`src/rtl/ascii_num_sep_pkg.sv`:
```
// Shared types and character constants for the ascii_num_sep path.
// The validator and the parser both use is_digit so they agree on what a digit is.
package ascii_num_sep_pkg;

  typedef enum logic [2:0] {
    IDLE,
    SCAN,
    EMIT,
    DONE,
    ERROR
  } parser_state_t;

  localparam logic [7:0] CH_SPACE = 8'h20;
  localparam logic [7:0] CH_MINUS = 8'h2D;
  localparam logic [7:0] CH_ZERO  = 8'h30;
  localparam logic [7:0] CH_NINE  = 8'h39;

  function automatic logic is_digit(input logic [7:0] c);
    return (c >= CH_ZERO) && (c <= CH_NINE);
  endfunction

endpackage

```
`src/rtl/dec_accumulator.sv`:
```
// Decimal magnitude accumulator with sign flag and per-digit overflow detection.
// The magnitude carries one extra bit so -2^(DATA_WIDTH-1) is representable.
module dec_accumulator
  import ascii_num_sep_pkg::*;
#(
  parameter int DATA_WIDTH = 32
) (
  input  logic                         clk,
  input  logic                         rst_n,
  input  logic                         clear,
  input  logic                         digit_strobe,
  input  logic [3:0]                   digit,
  input  logic                         set_neg,
  output logic signed [DATA_WIDTH-1:0] value,
  output logic                         neg,
  output logic                         overflow
);

  localparam int AW = DATA_WIDTH + 1;
  localparam int WW = DATA_WIDTH + 5;

  logic [AW-1:0] acc;
  logic [WW-1:0] next_mag;
  logic [WW-1:0] limit;

  // The limit depends on the sign already latched at token start.
  always_comb begin
    next_mag = ({4'b0000, acc} * WW'(10)) + WW'(digit);
    limit    = neg ? (WW'(1) << (DATA_WIDTH - 1))
                   : ((WW'(1) << (DATA_WIDTH - 1)) - WW'(1));
    overflow = next_mag > limit;
  end

  assign value = neg ? (DATA_WIDTH'(0) - acc[DATA_WIDTH-1:0]) : acc[DATA_WIDTH-1:0];

  always_ff @(posedge clk or negedge rst_n) begin
    if (!rst_n) begin
      acc <= '0;
      neg <= 1'b0;
    end else if (clear) begin
      acc <= '0;
      neg <= 1'b0;
    end else begin
      if (digit_strobe && !overflow) acc <= next_mag[AW-1:0];
      if (set_neg) neg <= 1'b1;
    end
  end

endmodule

```
`src/rtl/ascii_num_parser.sv`:
```
// Walks a validated character buffer and streams space-separated signed decimals
// as two's-complement integers over a valid/ready handshake.
module ascii_num_parser
  import ascii_num_sep_pkg::*;
#(
  parameter int MAX_PAYLOAD = 2048,
  parameter int DATA_WIDTH  = 32,
  parameter int CNT_WIDTH   = 16
) (
  input  logic                         clk,
  input  logic                         rst_n,
  input  logic                         start,
  input  logic                         clear,
  input  logic [15:0]                  buffer_length,
  output logic [15:0]                  rd_addr,
  input  logic [7:0]                   rd_data,
  output logic signed [DATA_WIDTH-1:0] num_data,
  output logic                         num_valid,
  input  logic                         num_ready,
  output logic [CNT_WIDTH-1:0]         num_count,
  output logic                         busy,
  output logic                         done,
  output logic                         error
);

  parser_state_t state;
  logic in_tok, has_digit, final_tok;

  logic acc_clear, digit_strobe, set_neg, acc_overflow;
  logic signed [DATA_WIDTH-1:0] acc_value;

  logic at_end, ch_space, ch_minus, ch_digit;
  logic scan_adv, scan_emit, scan_finish, scan_err;

  dec_accumulator #(.DATA_WIDTH(DATA_WIDTH)) u_acc (
    .clk          (clk),
    .rst_n        (rst_n),
    .clear        (acc_clear),
    .digit_strobe (digit_strobe),
    .digit        (rd_data[3:0]),
    .set_neg      (set_neg),
    .value        (acc_value),
    .neg          (),
    .overflow     (acc_overflow)
  );

  assign at_end   = (rd_addr == buffer_length) || (32'(rd_addr) >= 32'(MAX_PAYLOAD));
  assign ch_space = rd_data == CH_SPACE;
  assign ch_minus = rd_data == CH_MINUS;
  assign ch_digit = is_digit(rd_data);

  // Decode of one SCAN step; a token of only "-" is rejected when it terminates.
  always_comb begin
    scan_adv     = 1'b0;
    scan_emit    = 1'b0;
    scan_finish  = 1'b0;
    scan_err     = 1'b0;
    digit_strobe = 1'b0;
    set_neg      = 1'b0;
    if (state == SCAN) begin
      if (at_end || ch_space) begin
        if (in_tok) begin
          scan_emit = has_digit;
          scan_err  = !has_digit;
        end else if (at_end) begin
          scan_finish = 1'b1;
        end else begin
          scan_adv = 1'b1;
        end
      end else if (ch_minus) begin
        scan_err = in_tok;
        scan_adv = !in_tok;
        set_neg  = !in_tok;
      end else if (ch_digit) begin
        digit_strobe = 1'b1;
        scan_err     = acc_overflow;
        scan_adv     = !acc_overflow;
      end else begin
        scan_err = 1'b1;
      end
    end
  end

  assign acc_clear = clear || (state == IDLE && start) || (state == EMIT && num_ready);

  always_ff @(posedge clk or negedge rst_n) begin
    if (!rst_n) begin
      state     <= IDLE;
      rd_addr   <= '0;
      num_data  <= '0;
      num_valid <= 1'b0;
      num_count <= '0;
      busy      <= 1'b0;
      done      <= 1'b0;
      error     <= 1'b0;
      in_tok    <= 1'b0;
      has_digit <= 1'b0;
      final_tok <= 1'b0;
    end else if (clear) begin
      state     <= IDLE;
      rd_addr   <= '0;
      num_data  <= '0;
      num_valid <= 1'b0;
      num_count <= '0;
      busy      <= 1'b0;
      done      <= 1'b0;
      error     <= 1'b0;
      in_tok    <= 1'b0;
      has_digit <= 1'b0;
      final_tok <= 1'b0;
    end else begin
      case (state)
        IDLE: if (start) begin
          rd_addr   <= '0;
          num_count <= '0;
          in_tok    <= 1'b0;
          has_digit <= 1'b0;
          busy      <= 1'b1;
          state     <= SCAN;
        end
        SCAN: begin
          if (scan_adv) begin
            rd_addr <= rd_addr + 16'd1;
            if (!ch_space) in_tok <= 1'b1;
            if (ch_digit) has_digit <= 1'b1;
          end
          if (scan_emit) begin
            num_data  <= acc_value;
            num_valid <= 1'b1;
            final_tok <= at_end;
            state     <= EMIT;
          end
          if (scan_finish) begin
            busy  <= 1'b0;
            done  <= 1'b1;
            state <= DONE;
          end
          if (scan_err) begin
            busy      <= 1'b0;
            error     <= 1'b1;
            num_valid <= 1'b0;
            state     <= ERROR;
          end
        end
        EMIT: if (num_ready) begin
          num_valid <= 1'b0;
          if (num_count != {CNT_WIDTH{1'b1}}) num_count <= num_count + CNT_WIDTH'(1);
          in_tok    <= 1'b0;
          has_digit <= 1'b0;
          if (final_tok) begin
            busy  <= 1'b0;
            done  <= 1'b1;
            state <= DONE;
          end else begin
            rd_addr <= rd_addr + 16'd1;
            state   <= SCAN;
          end
        end
        default: ;
      endcase
    end
  end

endmodule

```
`config.mk`:
```
export PLATFORM = sky130hd
export DESIGN_NAME = ascii_num_parser
export DESIGN_NICKNAME = d
export VERILOG_FILES = /design/src/rtl/ascii_num_sep_pkg.sv /design/src/rtl/dec_accumulator.sv /design/src/rtl/ascii_num_parser.sv
export SDC_FILE = /design/constraint.sdc
export NUM_CORES = 1
export LEC_CHECK = 0
export BUFFER_PORTS_ARGS = -buffer_cell sky130_fd_sc_hd__buf_4
export CAP_MARGIN = 20
export CORE_AREA = 2 2 136 138
export DETAILED_ROUTE_END_ITERATION = 12
export DIE_AREA = 0 0 138 140
export PLACE_DENSITY = 0.82
export RECOVER_POWER = 25
export SYNTH_ARGS = -nofsm -noshare
export SYNTH_HDL_FRONTEND = slang
export SYNTH_SLANG_ARGS = --single-unit
export TNS_END_PERCENT = 1
```
`constraint.sdc`:
```
create_clock -name clk -period 15.3 [get_ports clk]
set_input_delay 1.53 -clock clk [delete_from_list [all_inputs] [get_ports clk]]
set_output_delay 1.53 -clock clk [all_outputs]
set_load 0.01 [all_outputs]
```
* Yosys cells after proc, flatten, opt, wreduce, memory -nomap -nowiden
Index checks and enable logic that the tools add are counted.
** Storage, ports and cells
- Bits in registers :: 108
- Bits in latches :: 0
- RAM bits :: 0
- ROM bits :: 0
- Input port bits :: 29
- Output and inout port bits :: 68
- Logic and storage cells :: 154
- Memories :: 0
** Cells by class
- Add/subtract/negate cells :: 4
- Multiply operators :: 1
- Divide/modulo/power cells :: 0
- Magnitude comparators :: 4
- Equal/unequal tests :: 18
- Shift operators :: 0
- Mux-type cells :: 84
- Bitwise gates (word level) :: 0
- Reduce and logical (&&, ||, !) cells :: 30
** Operators by type and width (count)
- two-way mux 32 bit :: 5
- two-way mux 16 bit :: 8
- two-way mux 33 bit :: 2
- two-way mux 1 bit :: 54
- one-hot mux 16 bit (3 select lines) :: 1
- adder 37 x 4 -> 37 bit :: 1
- > comparator 37 bit :: 1
- multiplier 33 x 3 -> 36 bit, second input constant :: 1
- adder 16 x 1 -> 16 bit, second input constant :: 2
- one-hot mux 16 bit (2 select lines) :: 1
- subtractor 1 x 32 -> 32 bit, first input constant :: 1
- inequality test 3 bit, second input constant :: 8
- AND reduction 5 bit :: 4
- two-way mux 3 bit :: 6
- equality test 16 bit :: 1
- equality test 8 x 6 -> 1 bit, second input constant :: 2
- greater-or-equal comparator 16 x 12 -> 1 bit, second input constant :: 1
- inequality test 16 bit, second input constant :: 1
- AND reduction 4 bit :: 3
- nonzero test 2 bit :: 5
- one-hot mux 1 bit (3 select lines) :: 3
- one-hot mux 3 bit (3 select lines) :: 1
- greater-or-equal comparator 8 x 6 -> 1 bit, second input constant :: 1
- less-or-equal comparator 8 x 6 -> 1 bit, second input constant :: 1
- 15 further kinds :: 27

* Depth between registers and ports, before layout
Gate-level depths: netlist of run 1.
- Word-level depth :: 11
- Depth in mapped cells :: 29
- Gate-level depth less buffers :: 27

* Modules after synthesis
Synthesis of run 1 repeated with hierarchy kept, for this count alone.
** Unflattened totals
- Cell total of the unflattened synthesis :: 1195
- Area total of the unflattened synthesis :: 10103.4 um^2
** By module, submodules not included
- dec_accumulator :: times used 1, cells an instance 779, area each 6052.1 um^2, sequential area each 850.8 um^2
- ascii_num_parser :: times used 1, cells an instance 416, area each 4051.4 um^2, sequential area each 1851.8 um^2

* Worst setup path after synthesis of run 1
Ideal clock, no wire load.
- Kind :: in2reg
- Start :: in rd_data[1]
- End :: reg rd_addr[12]
- Setup time :: 134 ps
- Arrival time :: 6570 ps
- Data required time :: 15166 ps
- Slack :: 8596 ps
- Cell stages on the path :: 25
- Path buffers :: 2
- Path through :: ha_1 -> fa_1 -> a21oi_1 -> nor4_1 -> nand3_1 -> or4b_4 -> nand4b_1 -> nor4_1 -> nand2_1 -> xnor2_1 -> ha_1 -> nand4_1 -> nor4_1 -> nand2_1 -> nor4_1 -> a21oi_1 -> o21ai_0 -> o21ai_0 -> a2111oi_1 -> o2111ai_1 -> o31a_1 -> buf_2 -> clkbuf_1 -> o21ai_1 -> o41ai_2
** On the way
- Cells in the longest elaborated chain, start to end :: 9
- Elaborated cells between the ends (all ways) :: 15
- Classes of those cells :: add/sub: 1; order compare: 3; eq/ne: 3; mux: 4; reduce/logical: 4
** Ends and longest elaborated chain
- start: declaration :: line ascii_num_parser.sv:16 : input logic [7:0] rd_data,
- adder 37 x 4 -> 37 bit :: line dec_accumulator.sv:28 : next_mag = ({4'b0000, acc} * WW'(10)) + WW'(digit);
- > comparator 37 bit :: line dec_accumulator.sv:31 : overflow = next_mag > limit;
- logical NOT 1 bit :: line ascii_num_parser.sv:77 : scan_adv = !acc_overflow;
- two-way mux 1 bit :: line ascii_num_parser.sv:74 : end else if (ch_digit) begin
- two-way mux 1 bit :: line ascii_num_parser.sv:70 : end else if (ch_minus) begin
- two-way mux 1 bit * :: line ascii_num_parser.sv:61 : if (at_end || ch_space) begin
- two-way mux 1 bit * :: line ascii_num_parser.sv:60 : if (state == SCAN) begin
- inequality test 3 bit (no line) *
- AND reduction 5 bit (no line) *
- end signal: assignment :: line ascii_num_parser.sv:123 : rd_addr <= rd_addr + 16'd1;
- end signal: assignment :: line ascii_num_parser.sv:155 : rd_addr <= rd_addr + 16'd1;
- end: declaration :: line ascii_num_parser.sv:15 : output logic [15:0] rd_addr,
Mark *: on every way between the ends. The rest lies on a longest branch, timed or not.
A chain may end at the register's enable or synchronous reset.

* Worst setup path after layout of run 1
Same ends and word-level chain as after synthesis.

==> results of run 1 <==
-- worst max-delay path by stage --
stage                     from           to  cells past startpoint
floorplan           rd_data[1]  rd_addr[12]                     25
global placement    rd_data[1]  rd_addr[11]                     24
detailed placement  rd_data[1]  rd_addr[12]                     24
CTS                 rd_data[1]  rd_addr[12]                     24
global route        rd_data[1]  rd_addr[12]                     24
finish              rd_data[1]  rd_addr[12]                     24
-- layout by cell type, fill, tap and decap left out, types with 24 or more instances in the layout --
master and n:
xor2_1 52, nor2_1 147, or3_1 24, mux2i_1 39
a21o_1 26, nand2_1 85, nand3_1 27, nand4_1 36
a211oi_1 35, clkbuf_1 31, xnor2_1 43, a21oi_1 67
nor3_1 25, ha_1 101, o21ai_0 62, buf_4 72
dfrtp_1 107
-- cell type report --
cell class	instances	area share, %
Sequential cell	108	25.01
Multi-Input combinational cell	969	62.41
Inverter	22	0.7638
Tap cell	229	2.650
Clock inverter	6	0.8795
Timing Repair Buffer	103	6.076
Clock buffer	10	2.210
-- report_power, final --
group          internal, mW  switching (mW)
Combinational        0.0288          0.0580
Clock                 0.149           0.107
Sequential            0.291         0.00739
Total                 0.469           0.172
-- worst reg2reg max path, cell delays in order (launching register included) --
cell and delay, ns:
dfrtp_1 0.49, ha_1 0.34, ha_1 0.18, inv_1 0.06
fa_1 0.40, nand2b_1 0.21, a21oi_1 0.18, xor2_1 0.29
nand3_1 0.20, or4b_4 0.62, nand4b_1 0.23, nor4_1 0.51
nand2_1 0.13, xnor2_1 0.16, ha_1 0.31, nand4_1 0.13
nor4_1 0.28, nand2_1 0.11, nor4_1 0.30, a21oi_1 0.07
o21ai_0 0.07, o21ai_0 0.10, a2111oi_1 0.35, o2111ai_1 0.42
o31a_1 0.65, or2_1 0.42, o41ai_2 0.32
-- metrics by stage --
stage / worst slack [ns] / util [%] / hold slack (ns) / cells / total power, mW
finish: 7.634 / 60.81 / 0.5129 / 1447 / 0.6411
global route: 7.110 / 60.81 / 0.5332 / 1447 / 0.6648
CTS: 7.729 / 61.46 / 0.5190 / 1447 / 0.6463
detailed placement: 7.383 / 59.58 / 0.4991 / 1431 / 0.3910
global placement: 7.666 / 59.58 / 0.4847 / 1431 / 0.3878
floorplan: 8.596 / - / 0.4728 / 1143 / 0.3546
-- registers in the layout, summed over array words and instances, names as in the netlist --
register,cells
u_acc.acc,33
error,1
num_data,32
busy,1
u_acc.neg,1
num_valid,1
state,3
rd_addr,16
final_tok,1
num_count,16
done,1
has_digit,1
in_tok,1
-- cell families (layout without fill, tap and decap cells) --
kind of cell / count (synthesis) / in the layout
and+or+nand+nor: 459 / 459
DFF: 108 / 108
adders and majority gates: 103 / 103
muxes: 43 / 43
xor gates and xnor gates: 96 / 96
AOI/OAI and AO/OA: 268 / 268
buffers and inverters: 66 / 141
-- routing by layer --
layer  up-vias  share of wire (%)
met2       338                 48
li1       4351                  -
met5         -                  0
met1      4279                 44
met4         0                2.4
met3        44                5.6
==> summary.txt, run 1 <==
Yosys
  – Synth top area share: approximately 28%
  – Most numerous cell in the Yosys netlist: nor2_1
  – Post-synthesis adder-cell area fraction: about 13%
  – Syn Area/Cell: ~8.5 um^2
  – #FFs+latches synth: 108
  – Async S/R FF share, synth: 100.0%
  – Mapped Area: 9698 um^2
  – Multiplexer area fraction after synthesis: 4.490%
  – Post-synth top area cell: dfrtp_1
  – Synth unique cells: 77
  – Seq/Total Area, Yosys: between 20% and 30%
  – Gate Count Post-Synth: between 1k and 1.5k
  – Number of synthesized flops with an enable pin: 0
  – Leading cell types by count after synthesis: nor2_1 (149), dfrtp_1 (108), ha_1 (101)
  – Synth Warn #: 0
  – Post-synthesis compound-gate area fraction: a little under a fifth
  – Area contributors post-synth: dfrtp_1 (28%), ha_1 (13%), nor2_1 (5.8%)
  – Post-Synth XOR/XNOR Area: 8.747%
  – Largest family of logic cells by synthesized area: simple AND/OR/NAND/NOR gates
  – Simple-Gate Fraction of Synth Area: around 25%
  – Synth Flop Type: dfrtp_1
  – Mapped Nets: 1275

Timing
  – Fin crit share: 50.11%
  – Setup TNS: 0 ns
  – Setup Viol. Count Final: 0
  – Relative slew slack: -44.16%
  – Clock Skew: 0.01138 ns
  – RSZ-0062 raised after global routing: false
  – Fmax: 130.4 MHz
  – Final hold vios: 0
  – Pins over their slew limit: 43
  – Worst Tran Pin Value: 2.162 ns
  – Tmin final: 7.666 ns

Layout
  – # fillers: 1520
  – Syn-to-layout area delta: 11.48%
  – Antenna Cells: 0
  – Final #Nets: between 1k and 1.5k
  – Seq. cell area: 2704 um^2
  – Layout cells sized above 1: 11.00%
  – Area of the multi-input gates: 6748 um^2
  – Design area: between 10000 and 15000 um^2

Clock tree
  – Clock Tree Buf Depth: 2
  – Max H-tree Level: 3
  – # Post-CTS Setup Buffers: 0
  – # resized after CTS: 0
  – CTS root buffer: clkbuf_16
  – Worst-skew pair later-pin latency: 0.35 ns
  – Hold Buf Count CTS: 0
  – Clk sinks: between 100 and 150
  – CTS tree: built
  – Clk slew on worst S/H paths: 0.08 ns
  – Total CTS buffers: 9

Drt
  – Post-DR vias/cell: 6.228
  – Detailed router's first-iteration violation count: 599
  – Routed Antenna Nets: 0
  – WL final: 25340 um
  – DRT Pass-1 Iters: 5
  – DR vias: 9012
  – DR WL/cell: 17.51 um
  – Residual DRC: 0

Pwr
  – Peak VDD IR: 0.00006010 V
  – LEAKAGE: 4.957 nW
  – Pwr dens: 59.29 nW/um^2

Floorplan
  – Die area: a little under 20000 um^2
  – Initial core utilization: around 55%
  – Core Box Area: 17780 um^2
  – Row count: between 40 and 50
  – Width of the die: approximately 140 um
  – IO Pins: 97
  – Vert. Die Dim: roughly 140 um

Setup path
  – Critical Path, Cell by Cell: buf_4 > ha_1 > fa_1 > a21oi_1 > nor4_1 > nand3_1 > or4b_4 > nand4b_1 > nor4_1 > nand2_1 > xnor2_1 > ha_1 > nand4_1 > nor4_1 > nand2_1 > nor4_1 > a21oi_1 > o21ai_0 > o21ai_0 > a2111oi_1 > o2111ai_1 > o31a_1 > or2_1 > o41ai_2
  – RR Endpoint: rd_addr[12]
  – Critical path arrival: 7.92 ns
  – Critical path's most frequent cell: nor4_1
  – Max incr delay on CP: around 0.65 ns
  – Setup crit start kind: input pin
  – Kind of critical path: in2reg
  – Reg2reg start: u_acc.acc[1]
  – WP buf/inv: 1
  – Delay-heaviest family, CP: simple AND/OR/NAND/NOR gates
  – Worst R2R Path Depth: 26
  – R2r setup slk: 7.68 ns
  – CP required: around 16 ns
  – Peak fanout along the critical path: 28
  – Endpoint class of the critical path: flop
  – Crit path max-delay cell type: o31a_1

GRT
  – Met3 global-route usage: 2.940%
  – GRT overflow: 0
  – Met1 Use GR: between 30 and 40%
  – Initial antenna violation count: 0
  – Number of global-route vias before repair: 8527
  – M2 GR Usage: 44.89%
  – Largest net degree at the start of global routing: 68
  – First-pass GRT wire length: 42100 um
  – Total Routing Usage GR: between 20% and 30%
  – GRT Max-Usage Layer: met2

Hold path
  – Hold path cells: 1
  – Hold endpoint: busy
  – HP Start: busy
  – Worst min-delay path class: reg2reg

Placed design
  – Placement Cell Area: about 11000 um^2
  – Hpwl dp: 19510 um
  – Placer Congestion: 0.9028
  – Port Buf Inserts: 96

Status
  – Failing checks: max-capacitance violations, max-slew violations
  – Status: complete, but fails checks

Job
  – Max-Cap Viols: 1
Power figures use the tool's default switching activity.
==> run 2, diff against run 1 <==
--- a/config.mk
+++ b/config.mk
@@ -5,11 +5,12 @@
 export SDC_FILE = /design/constraint.sdc
 export NUM_CORES = 1
 export LEC_CHECK = 0
+export ABC_AREA = 1
 export BUFFER_PORTS_ARGS = -buffer_cell sky130_fd_sc_hd__buf_4
 export CAP_MARGIN = 20
-export CORE_AREA = 2 2 136 138
+export CORE_AREA = 2 2 146 148
 export DETAILED_ROUTE_END_ITERATION = 12
-export DIE_AREA = 0 0 138 140
+export DIE_AREA = 0 0 148 150
 export PLACE_DENSITY = 0.82
 export RECOVER_POWER = 25
 export SYNTH_ARGS = -nofsm -noshare
==> constraint.sdc (replaced) <==
create_clock -name clk -period 7.53 [get_ports clk]
set_input_delay 0.753 -clock clk [delete_from_list [all_inputs] [get_ports clk]]
set_output_delay 0.753 -clock clk [all_outputs]
set_load 0.01 [all_outputs]
==> run 2 against run 1 <==
  * The flow still finishes with violations (max-capacitance violations, max-slew violations)
  * Critical path type is now reg2reg
  * Highest routed layer unchanged
  * Count of clock-buffer cells in the layout fell by 1
  * Critical endpoint is now u_acc.acc[29]
  * Worst setup slack got worse by 6.0 ns
  * Combinational power rose to 7.2 times the previous value
  * Routed wire length grew 24%
  * Synthesized cell count rose by 52%
  * Via count is 27% higher
  * First-iteration DRC count up 59%
==> summary.txt, run 2 <==
Clock tree
  – Max H-tree Level: 3
  – Worst-skew pair later-pin latency: 0.35 ns
  – Hold Buf Count CTS: 0
  – Clock Tree Buf Depth: 2
  – # resized after CTS: 0
  – # Post-CTS Setup Buffers: 0
  – Clk sinks: 108
  – CTS tree: built
  – Clk slew on worst S/H paths: 0.07 ns
  – Total CTS buffers: 9
  – CTS root buffer: clkbuf_16

Setup path
  – CP required: around 7.8 ns
  – Reg2reg start: u_acc.acc[1]
  – Endpoint class of the critical path: flop
  – Kind of critical path: reg2reg
  – Critical path arrival: roughly 6.2 ns
  – Worst R2R Path Depth: 31
  – Peak fanout along the critical path: 42
  – Setup crit start kind: flop
  – Critical path's most frequent cell: nand2_1
  – Crit path launch: u_acc.acc[1]
  – Max incr delay on CP: 0.65 ns
  – Crit path max-delay cell type: nand2_2

Yosys
  – Synth Warn #: 0
  – Synth top area share: 24.14%
  – Seq/Total Area, Yosys: 24.14%
  – Number of synthesized flops with an enable pin: 0
  – Synth unique cells: 45
  – Mapped Nets: ~1.9k
  – Gate Count Post-Synth: around 1.7k
  – Post-synth top area cell: dfrtp_1
  – Synth Flop Type: dfrtp_1
  – Async S/R FF share, synth: 100.0%
  – Area contributors post-synth: dfrtp_1 (24%), nand2_1 (17%), ha_1 (11%)
  – Most numerous cell in the Yosys netlist: nand2_1
  – Syn Area/Cell: 6.459 um^2
  – Leading cell types by count after synthesis: nand2_1 (518), inv_1 (244), nor2_1 (153)
  – Mapped Area: approximately 11000 um^2
  – #FFs+latches synth: 108

Drt
  – Post-DR vias/cell: 5.431
  – Uppermost routed layer: met4
  – Residual DRC: 0
  – Metal3 WL: 2190 um
  – Metal-1 WL: 14000 um
  – Routed Antenna Nets: 0
  – Detailed router's first-iteration violation count: ~950
  – DRT Pass-1 Iters: 6
  – Met2 routed WL: 14430 um
  – DR WL/cell: 14.95 um
  – DR vias: roughly 11k
  – WL final: ~31000 um

Pwr
  – LEAKAGE: approximately 6.6 nW
  – Pwr dens: 141.1 nW/um^2
  – Peak VDD IR: 0.0001498 V

GRT
  – Initial antenna violation count: 0
  – GRT overflow: 0
  – Largest net degree at the start of global routing: about 70
  – Total Routing Usage GR: 28.40%
  – Number of global-route vias before repair: approximately 11k
  – First-pass GRT wire length: 51440 um

Floorplan
  – Vert. Die Dim: 150 um
  – Row count: 53
  – Core Box Area: between 20000 and 25000 um^2
  – Initial core utilization: between 50% and 60%
  – IO Pins: 97
  – Width of the die: 148 um
  – Die area: 22200 um^2

Layout
  – Final #Nets: 1952
  – Antenna Cells: 0
  – Final core utilization: 59.62%
  – Most frequent cells in the layout: nand2_1 (518), inv_1 (244), nor2_1 (153)
  – Syn-to-layout area delta: 10.19%
  – Layout cells sized above 1: between 10% and 20%
  – Largest register FFs: 33
  – Largest reg by FF count: u_acc.acc
  – Leading cell type in the layout, fill and taps excluded: nand2_1
  – Regs by FF count: u_acc.acc (33), num_data (32)

Placed design
  – Hpwl dp: 25600 um
  – Placer Congestion: 0.9535
  – Port Buf Inserts: 96

Timing
  – Final hold vios: 0
  – Fmax: 168.6 MHz
  – Setup TNS: 0 ns
  – Relative slew slack: -45.05%
  – Setup Viol. Count Final: 0
  – Worst Tran Pin Value: roughly 2.2 ns
  – Pins over their slew limit: 42
  – Clock Skew: roughly 0.015 ns
  – RSZ-0062 raised after global routing: false
  – Tmin final: 5.933 ns
  – Fin crit share: approximately 80%

Hold path
  – Worst min-delay path class: reg2reg
  – Hold path cells: 2
  – HP Start: num_data[6]

Job
  – Max-Cap Viols: 1

Status
  – Failing checks: max-capacitance violations, max-slew violations
  – Status: complete, but fails checks
[run 2: worst max-delay path, delay by kind of cell, from the launching register on]
family,cells,cell delay [ns]
and+or+nand+nor,21,3.36
adders and majority gates,4,1.28
DFF,1,0.44
AOI/OAI and AO/OA,2,0.32
buffers and inverters,3,0.24
xor gates and xnor gates,1,0.17
[run 2: path summary, 6_finish.rpt]
path | to | slack (ns)
worst min register to register | num_data[6] | 0.49
worst max register to register | u_acc.acc[29] | 1.60
max in group asynchronous | num_data[6] | 4.68
min in group asynchronous | num_data[8] | 1.03
worst min-delay path | num_data[6] | 0.49
worst max-delay path | u_acc.acc[29] | 1.60
[run 2: layout make-up]
class	instances	area (um^2)
inverter	268	1006
tap	275	344.1
timing repair buffer	101	645.6
sequential	108	2703
clock inverter	7	56.30
multi-input combinational	1332	7355
fill	1964	8356
clock buffer	9	225.2
[run 2: through the flow]
stage | instances | hold WS (ns) | power (mW) | worst slack, ns | area [um^2]
3_5_place_dp | 2083 | 0.4739 | 1.293 | 1.736 | 12160
4_1_cts | 2099 | 0.3796 | 1.745 | 1.673 | 12440
2_1_floorplan | 1733 | 0.4574 | 1.131 | 2.890 | 11190
3_3_place_gp | 2083 | 0.4674 | 1.276 | 2.023 | 12160
6_report | 2100 | 0.4852 | 1.741 | 1.597 | 12330
5_1_grt | 2100 | 0.5137 | 1.844 | 1.014 | 12330
[run 2: report_power, final]
group	total, mW	internal (mW)	switching [mW]
registers	0.660	0.615	0.0451
logic	0.624	0.186	0.438
clock network	0.456	0.230	0.226
[run 2: cells by family after synthesis]
family	after synthesis	share of synthesized area, %
compound gates	172	8.741
xor+xnor	69	5.399
fa+ha+maj	103	11.65
buf+inv	293	10.31
flops	108	24.14
simple gates	988	39.76
[run 2: per-layer routing]
| metal | global-route usage [%] | vias to the layer above |
|---|---|---|
| li1 | - | 5715 |
| met1 | 37.83 | 5230 |
| met2 | 48.33 | 404 |
| met3 | 3.293 | 56 |
| met4 | 9.000 | 0 |
| met5 | 0 | - |
==> run 3, diff against run 2 <==
--- a/config.mk
+++ b/config.mk
@@ -11,7 +11,7 @@
 export CORE_AREA = 2 2 146 148
 export DETAILED_ROUTE_END_ITERATION = 12
 export DIE_AREA = 0 0 148 150
-export PLACE_DENSITY = 0.82
+export PLACE_DENSITY = 0.85
 export RECOVER_POWER = 25
 export SYNTH_ARGS = -nofsm -noshare
 export SYNTH_HDL_FRONTEND = slang
==> constraint.sdc (replaced) <==
create_clock -name clk -period 4.8 [get_ports clk]
set_input_delay 0.48 -clock clk [delete_from_list [all_inputs] [get_ports clk]]
set_output_delay 0.48 -clock clk [all_outputs]
set_load 0.01 [all_outputs]
==> run 3 against run 2 <==
  * The run ends with max-capacitance violations, max-slew violations, negative setup slack left
  * Register-to-register slack got worse by 1.9 ns
  * Count of clock-buffer cells in the layout increased by 1
  * Routed wire length grew 8.8%
  * Sequential power up 56%
  * Power rose by 78%
  * Flip-flop and latch count unchanged
  * Cell area increased by 14%
  * Sequential share of layout area is 2.5 points lower
  * Worst hold slack got worse by 0.098 ns
  * Combinational power increased by 120%
  * Critical path type unchanged
  * Largest power group is now combinational logic
==> summary.txt, run 3 (synthesized netlist as in run 2, its figures left out) <==
Status
  – Status: complete, but fails checks
  – Failing checks: max-capacitance violations, max-slew violations, negative setup slack

Floorplan
  – IO Pins: 97
  – Die area: about 22000 um^2
  – Core Box Area: 20690 um^2
  – Vert. Die Dim: around 150 um
  – Initial core utilization: 54.10%
  – Row count: 53
  – Width of the die: 148 um

Setup path
  – Critical path arrival: 5.28 ns
  – Endpoint class of the critical path: flop
  – Critical path's most frequent cell: nand2_1
  – Kind of critical path: reg2reg
  – Crit path launch: u_acc.acc[1]
  – Crit path max-delay cell type: dfrtp_1
  – Peak fanout along the critical path: 7
  – Setup crit start kind: flop
  – CP required: slightly above 5 ns
  – Reg2reg start: u_acc.acc[1]
  – Max incr delay on CP: 0.39 ns

Placed design
  – Placement Cell Area: 13150 um^2
  – Place WS: -0.2294 ns
  – Placer Congestion: 0.9701
  – Hpwl dp: 27040 um
  – Port Buf Inserts: 96

Pwr
  – Pwr dens: 220.8 nW/um^2
  – LEAKAGE: 7.527 nW
  – Peak VDD IR: 0.0002404 V

GRT
  – Number of global-route vias before repair: 11.19k
  – Initial antenna violation count: 0
  – GRT overflow: 0
  – First-pass GRT wire length: approximately 54000 um
  – Total Routing Usage GR: 30.02%
  – Largest net degree at the start of global routing: between 50 and 60

Clock tree
  – Hold Buf Count CTS: 0
  – Worst-skew pair later-pin latency: 0.36 ns
  – CTS tree: built
  – CTS root buffer: clkbuf_16
  – Max H-tree Level: 3
  – Clk slew on worst S/H paths: roughly 0.08 ns
  – Clock Tree Buf Depth: 2
  – Total CTS buffers: 9
  – Clk sinks: roughly 110

Hold path
  – HP Start: clear
  – Worst min-delay path class: in2reg

Drt
  – Post-DR vias/cell: 5.396
  – WL final: around 34000 um
  – Residual DRC: 0
  – Detailed router's first-iteration violation count: 916
  – DR vias: 12.08k
  – Routed Antenna Nets: 0
  – DR WL/cell: 15.25 um
  – DRT Pass-1 Iters: 9

Timing
  – Crit path setup slack, layout: -0.2537 ns
  – Tmin final: 5.054 ns
  – Setup TNS: -6.558 ns
  – Fin crit share: 105.3%
  – Worst hold slack: 0.3871 ns
  – Clock Skew: 0.01659 ns
  – Final hold vios: 0
  – Fmax: 197.9 MHz
  – Setup Viol. Count Final: 52
  – Worst Tran Pin Value: 3.114 ns
  – Relative slew slack: -107.6%
  – RSZ-0062 raised after global routing: true
  – Pins over their slew limit: between 50 and 60

Layout
  – Final #Nets: 2091
  – Largest reg by FF count: u_acc.acc
  – Leading cell type in the layout, fill and taps excluded: nand2_1
  – Regs by FF count: u_acc.acc (33), num_data (32)
  – Largest register FFs: 33
  – Most frequent cells in the layout: nand2_1 (488), inv_1 (239), buf_4 (233)
  – Final core utilization: around two thirds
  – Design area: around 14000 um^2
  – Antenna Cells: 0
  – Layout cells sized above 1: 24.64%
  – Syn-to-layout area delta: 25.10%

Job
  – Max-Cap Viols: 1
## run 3: changes by cell type in the layout (fill, tap and decap cells not counted), moves of 12 or more
cell,delta
clkbuf_1,-29
nand2_1,-30
dfrtp_1,-12
dfrtp_2,+12
buf_4,+165
nand2_2,+23
nor2_1,-15
## run 3: layout make-up
type                            instances  area, um^2
Clock buffer                           10       229.0
Clock inverter                          6       48.80
Fill cell                            1687        6688
Inverter                              268        1006
Multi-Input combinational cell       1332        7795
Sequential cell                       108        2718
Tap cell                              275       344.1
Timing Repair Buffer                  240        1862
## run 3: worst paths after layout
kind / to / slack, ns / depth (start not counted)
setup / recovery: rd_addr[3] / -0.25 / 38
hold / removal: done / 0.39 / 2
setup reg to reg: rd_addr[3] / -0.25 / 38
hold reg to reg: num_data[2] / 0.49 / 2
max in group asynchronous: u_acc.acc[23] / 1.65 / 1
min in group asynchronous: num_data[2] / 1.14 / 1
## run 3: power by group
group | switching (mW) | internal, mW
Clock | 0.358 | 0.359
Combinational | 0.819 | 0.527
Sequential | 0.0623 | 0.967
Total | 1.24 | 1.85
## run 3: timing repair
| action | in CTS | in global routing |
|---|---|---|
| setup buffers | 2 | 11 |
| resized for setup | 17 | 104 |
| endpoints found under the hold margin | 0 | 0 |
| setup endpoints to repair | 55 | 57 |
| cloned | 0 | 1 |
| pin swaps | 4 | 43 |
## run 3: per-stage QoR
stage,power [mW],std cells
2_1_floorplan,1.775,1733
6_report,3.092,2239
4_1_cts,2.941,2226
3_3_place_gp,2.173,2208
5_1_grt,3.251,2239
3_5_place_dp,2.212,2208
## run 3: critical path, delay by kind of cell, from the launching register on
kind / cells / cell delay (ns)
XOR/XNOR: 2 / 0.39
flip-flops: 1 / 0.39
AO/OA/AOI/OAI: 4 / 0.51
buffers and inverters: 6 / 0.66
adder cells (fa/ha/maj): 4 / 1.10
AND/OR/NAND/NOR: 22 / 1.88
## run 3: metal layers
| layer | routed length [um] | GRT usage [%] | vias to the layer above | share of wire [%] |
|---|---|---|---|---|
| met5 | 0 | 0 | - | 0 |
| li1 | - | - | 5988 | - |
| met2 | 15880 | 51.06 | 460 | 47 |
| met4 | 1041 | 10.33 | 0 | 3.0 |
| met3 | 2776 | 5.579 | 78 | 8.1 |
| met1 | 14440 | 38.36 | 5555 | 42 |
